### config.mk
export PLATFORM = sky130hd
export DESIGN_NAME = key_debounce_sched
export DESIGN_NICKNAME = d
export VERILOG_FILES = /design/src/rtl/key_debounce_sched.sv
export SDC_FILE = /design/constraint.sdc
export NUM_CORES = 1
export LEC_CHECK = 0
export ABC_CLOCK_PERIOD_IN_PS = 4600
export CORE_MARGIN = 2
export CORE_UTILIZATION = 25
export CTS_BUF_LIST = sky130_fd_sc_hd__clkbuf_8
export CTS_CLUSTER_SIZE = 12
export DETAILED_ROUTE_END_ITERATION = 8
export GPL_ROUTABILITY_DRIVEN = 0
export PLACE_DENSITY_LB_ADDON = 0.12
export SLEW_MARGIN = 20
export SYNTH_ARGS = -nofsm -noshare
export SYNTH_HDL_FRONTEND = slang
export SYNTH_SLANG_ARGS = --single-unit
### constraint.sdc
create_clock -name clk -period 4.6 [get_ports clk]
set_clock_uncertainty 0.2 [all_clocks]
set_input_delay 0.92 -clock clk [delete_from_list [all_inputs] [get_ports clk]]
set_output_delay 0.92 -clock clk [all_outputs]
set_load 0.1 [all_outputs]
### src/rtl/key_debounce_sched.sv
// rtl/key_debounce_sched.sv - one shared debounce timer time-multiplexed over N_KEYS buttons
// Confirmed presses become valid/ready events and step a per-key 2-bit LED mode counter.
module key_debounce_sched #(
  parameter int N_KEYS    = 4,
  parameter int DB_CYCLES = 50_000_000,
  localparam int CNT_W    = $clog2(DB_CYCLES),
  localparam int ID_W     = $clog2(N_KEYS)
) (
  input  logic              clk,
  input  logic              rst,
  input  logic [N_KEYS-1:0] key,
  output logic              evt_valid,
  output logic [ID_W-1:0]   evt_id,
  input  logic              evt_ready,
  output logic [N_KEYS-1:0] led,
  output logic              busy
);

  typedef enum logic [1:0] {SCAN = 2'd0, SETTLE = 2'd1, REPORT = 2'd2} state_t;

  localparam logic [CNT_W-1:0] CNT_LAST = CNT_W'(DB_CYCLES - 1);

  state_t                  state_q, state_d;
  logic [N_KEYS-1:0]       sync_meta_q, sync_meta_d;
  logic [N_KEYS-1:0]       ks_q, ks_d;
  logic [N_KEYS-1:0]       held_q, held_d;
  logic [N_KEYS-1:0]       led_q, led_d;
  logic [N_KEYS-1:0][1:0]  mode_q, mode_d;
  logic [ID_W-1:0]         ptr_q, ptr_d;
  logic [ID_W-1:0]         owner_q, owner_d;
  logic                    target_q, target_d;
  logic [CNT_W-1:0]        cnt_q, cnt_d;
  logic                    evt_valid_q, evt_valid_d;

  logic [N_KEYS-1:0]       cand;
  logic                    found;
  logic [ID_W-1:0]         grant;

  // off is always < N_KEYS, so a single conditional subtract wraps correctly.
  function automatic logic [ID_W-1:0] wrap_add(input logic [ID_W-1:0] base, input int off);
    int s;
    s = int'(base) + off;
    if (s >= N_KEYS) s = s - N_KEYS;
    return ID_W'(s);
  endfunction

  // Press candidate: not held and low. Release candidate: held and high.
  assign cand = ~(held_q ^ ks_q);

  always_comb begin
    found = 1'b0;
    grant = ptr_q;
    for (int k = 0; k < N_KEYS; k++) begin
      if (!found && cand[wrap_add(ptr_q, k)]) begin
        found = 1'b1;
        grant = wrap_add(ptr_q, k);
      end
    end
  end

  always_comb begin
    state_d     = state_q;
    sync_meta_d = key;
    ks_d        = sync_meta_q;
    held_d      = held_q;
    mode_d      = mode_q;
    ptr_d       = ptr_q;
    owner_d     = owner_q;
    target_d    = target_q;
    cnt_d       = cnt_q;
    evt_valid_d = 1'b0;
    for (int i = 0; i < N_KEYS; i++) led_d[i] = mode_q[i][1] ^ mode_q[i][0];

    case (state_q)
      SCAN: begin
        if (found) begin
          owner_d  = grant;
          target_d = held_q[grant];
          cnt_d    = '0;
          state_d  = SETTLE;
        end
      end
      SETTLE: begin
        if (ks_q[owner_q] != target_q) begin
          ptr_d   = wrap_add(owner_q, 1);
          state_d = SCAN;
        end else if (cnt_q != CNT_LAST) begin
          cnt_d = cnt_q + CNT_W'(1);
        end else if (!target_q) begin
          held_d[owner_q] = 1'b1;
          mode_d[owner_q] = mode_q[owner_q] + 2'd1;
          state_d         = REPORT;
        end else begin
          held_d[owner_q] = 1'b0;
          ptr_d           = wrap_add(owner_q, 1);
          state_d         = SCAN;
        end
      end
      REPORT: begin
        // evt_valid is registered, so it rises one cycle after entry, in step with led.
        if (evt_valid_q && evt_ready) begin
          ptr_d   = wrap_add(owner_q, 1);
          state_d = SCAN;
        end else begin
          evt_valid_d = 1'b1;
        end
      end
      default: state_d = SCAN;
    endcase
  end

  always_ff @(posedge clk) begin
    if (rst) begin
      state_q     <= SCAN;
      sync_meta_q <= '1;
      ks_q        <= '1;
      held_q      <= '0;
      led_q       <= '0;
      mode_q      <= '0;
      ptr_q       <= '0;
      owner_q     <= '0;
      target_q    <= 1'b0;
      cnt_q       <= '0;
      evt_valid_q <= 1'b0;
    end else begin
      state_q     <= state_d;
      sync_meta_q <= sync_meta_d;
      ks_q        <= ks_d;
      held_q      <= held_d;
      led_q       <= led_d;
      mode_q      <= mode_d;
      ptr_q       <= ptr_d;
      owner_q     <= owner_d;
      target_q    <= target_d;
      cnt_q       <= cnt_d;
      evt_valid_q <= evt_valid_d;
    end
  end

  assign evt_valid = evt_valid_q;
  assign evt_id    = owner_q;
  assign led       = led_q;
  assign busy      = (state_q != SCAN);

endmodule
==> results.ini <==
[status]
status = completed

[logic_synthesis]
syn_inst = 312
yosysWarnings = 0
yosys_register_bits = 58
synth-seq-area-share_pct = 40.7
synth_most_common_cell = dfxtp_1
yosys-top-cells-count = dfxtp_1, nor2_1, nand2_1, xor2_1, mux2i_1
synth_ff_type = dfxtp_1
synth_nets = 329
yosysTopAreaCell = dfxtp_1
synth_cell_types = 45
synth_top_area_share_pct = 40.7
syn-cell-area_um2 = 2850
synth_edf_count = 0
synth_area_leaders = dfxtp_1, mux2i_1, xor2_1
syn_avg_cell_area_um2 = 9.14
synth_async_sr_flop_share_pct = 0

[cts]
htreeDepth = 3
ctsResizeCount = 0
cts_buffers = 9
post_cts_buffers = 0
hold_buffers = 0
cts_tree = done
clock_latency_ns = 0.34
clk_pin_slew_worst_paths_ns = 0.07
clk_path_buf_depth = 2
cts_root_buf = clkbuf_8
cts.sinks = 58

[pwr]
peakVddDrop_mv = 0.200
p_per_area_nw_per_um2 = 353
p_leak_uw = 0.00123

[timing]
slew_headroom_pct = 34.3
hold_viol_final = 0
tns_ns = 0
finalSetupViolCount = 0
finalCritPeriodShare_pct = 75.8
tightestPinTransition_ns = 0.983
clock.fmax_mhz = 287
slew_violations = 0
rsz0062_at_grt = false
final_period_minus_worst_setup_slack_ns = 3.49

[setup_path]
cp.buffers_inverters = 3
crit_chain = inv_1 > ha_1 > inv_1 > clkdlybuf4s50_1
worstSetupPathType = flop to primary output
crit_path_start_kind = flop
critPathTopFamily = buffers and inverters
cp_common_cell = inv_1
arrival_ns = 2.37
cp_slowest_cell = clkdlybuf4s50_1
endpoint_kind = primary output
cp_slowest_stage_delay_ns = 1.13
path_max_fanout = 10
required_ns = 3.48

[floorplanning]
rows = 38
initial_core_util_pct = 26.0
io_pins = 15
die_h_um = 111
die-area_um2 = 12300
fp.coreArea_um2 = 11000
die_w_um = 111

[detailed_routing]
vias = 2208
first_pass_iters = 4
wl_met1_um = 2880
routed.top_layer = met4
drc = 0
avgViaCountPerCell = 4.67
ant_nets = 0
routed-wl-met3_um = 217
routed_wl_um = 6270
wire_per_inst_um = 13.2
routed-wl-met2_um = 3060
drt-initial-drc-count = 80

[cells_and_area]
drive_gt1_share_pct = 10.8
fin_area_um2 = 3330
area_delta_synth_final_pct = 17.0
fin_nets = 345
diodes = 0

[global_routing]
track_usage_pct = 11.0
grt_max_degree = 37
grt.overflow.total = 0
antenna_found_initial = 0
grt_pass1_wl_um = 10800
grt_pass1_vias = 2170

[run]
cap_violations = 0

[worst_hold_path]
hold_path_class = flop to flop

[place]
post_dp_cell_area_um2 = 3130
dp_hpwl_um = 4390
place.port_buffers = 14

-- routing by layer --
metal,vias to the layer above,global-route usage (%)
li1,1121,-
met1,1044,13.2
met2,34,18.4
met3,9,3.77
met4,0,4.00
met5,-,0
-- logic make-up after synthesis --
kind of cell	count (synthesis)	synth area share, %
AO/OA/AOI/OAI	44	10.4
AND/OR/NAND/NOR	130	23.8
flip-flops	58	40.7
XOR/XNOR	28	9.13
buffers and inverters	22	3.12
adder cells (fa/ha/maj)	10	4.39
multiplexers	20	8.38
-- final timing paths --
| check | start | to | slack [ns] | cells past startpoint |
|---|---|---|---|---|
| worst max-delay path | state_q[0] | busy | 1.11 | 4 |
| worst min-delay path | ks_d[3] | ks_q[3] | 0.21 | 1 |
| worst max register to register | evt_id[0] | cnt_q[4] | 1.18 | 8 |
| worst min register to register | ks_d[3] | ks_q[3] | 0.21 | 1 |
-- through the flow --
stage / hold WS, ns / util (%) / power [uW] / setup WS, ns / cells
after detailed placement: 0.195 / 28.5 / 708 / 1.08 / 457
after global placement: 0.192 / 28.5 / 709 / 1.08 / 457
after CTS: 0.213 / 30.3 / 1200 / 1.04 / 473
after global routing: 0.227 / 30.4 / 1240 / 0.926 / 473
after floorplan: 0.189 / - / 666 / 0.891 / 312
final: 0.211 / 30.4 / 1180 / 1.11 / 473
-- cells in the final DEF, fill, tap and decap left out, drive strengths merged, types with 12 or more instances in the layout --
cell	n
dfxtp	58
clkdlybuf4s50	14
nand2	23
inv	12
mux2i	16
nor2	39
nand3	12
xor2	18
nand2b	14
o21ai	12
-- registers in the layout, indices dropped and copies added (netlist names), named ones only --
signal,count
ks_q,4
evt_id,2
ks_d,4
led,4
mode_q,8
state_q,2
target_q,1
cnt_q,26
evt_valid,1
ptr_q,2
-- power by group --
group	switching (uW)	internal (uW)	leakage, uW	total [uW]
Clock	219	264	0.0000945	484
Sequential	13.8	515	0.000470	528
Combinational	111	54.2	0.000667	165
-- layout make-up --
class / instances / area (um2)
clock buffers: 10 / 138
clock inverters: 6 / 66.3
fillers: 1164 / 7650
inverters: 12 / 45.0
multi-input cells: 232 / 1600
flip-flops and latches: 58 / 1160
well taps: 140 / 175
repair buffers: 15 / 148
No activity file was read; power rests on OpenSTA's default activity.
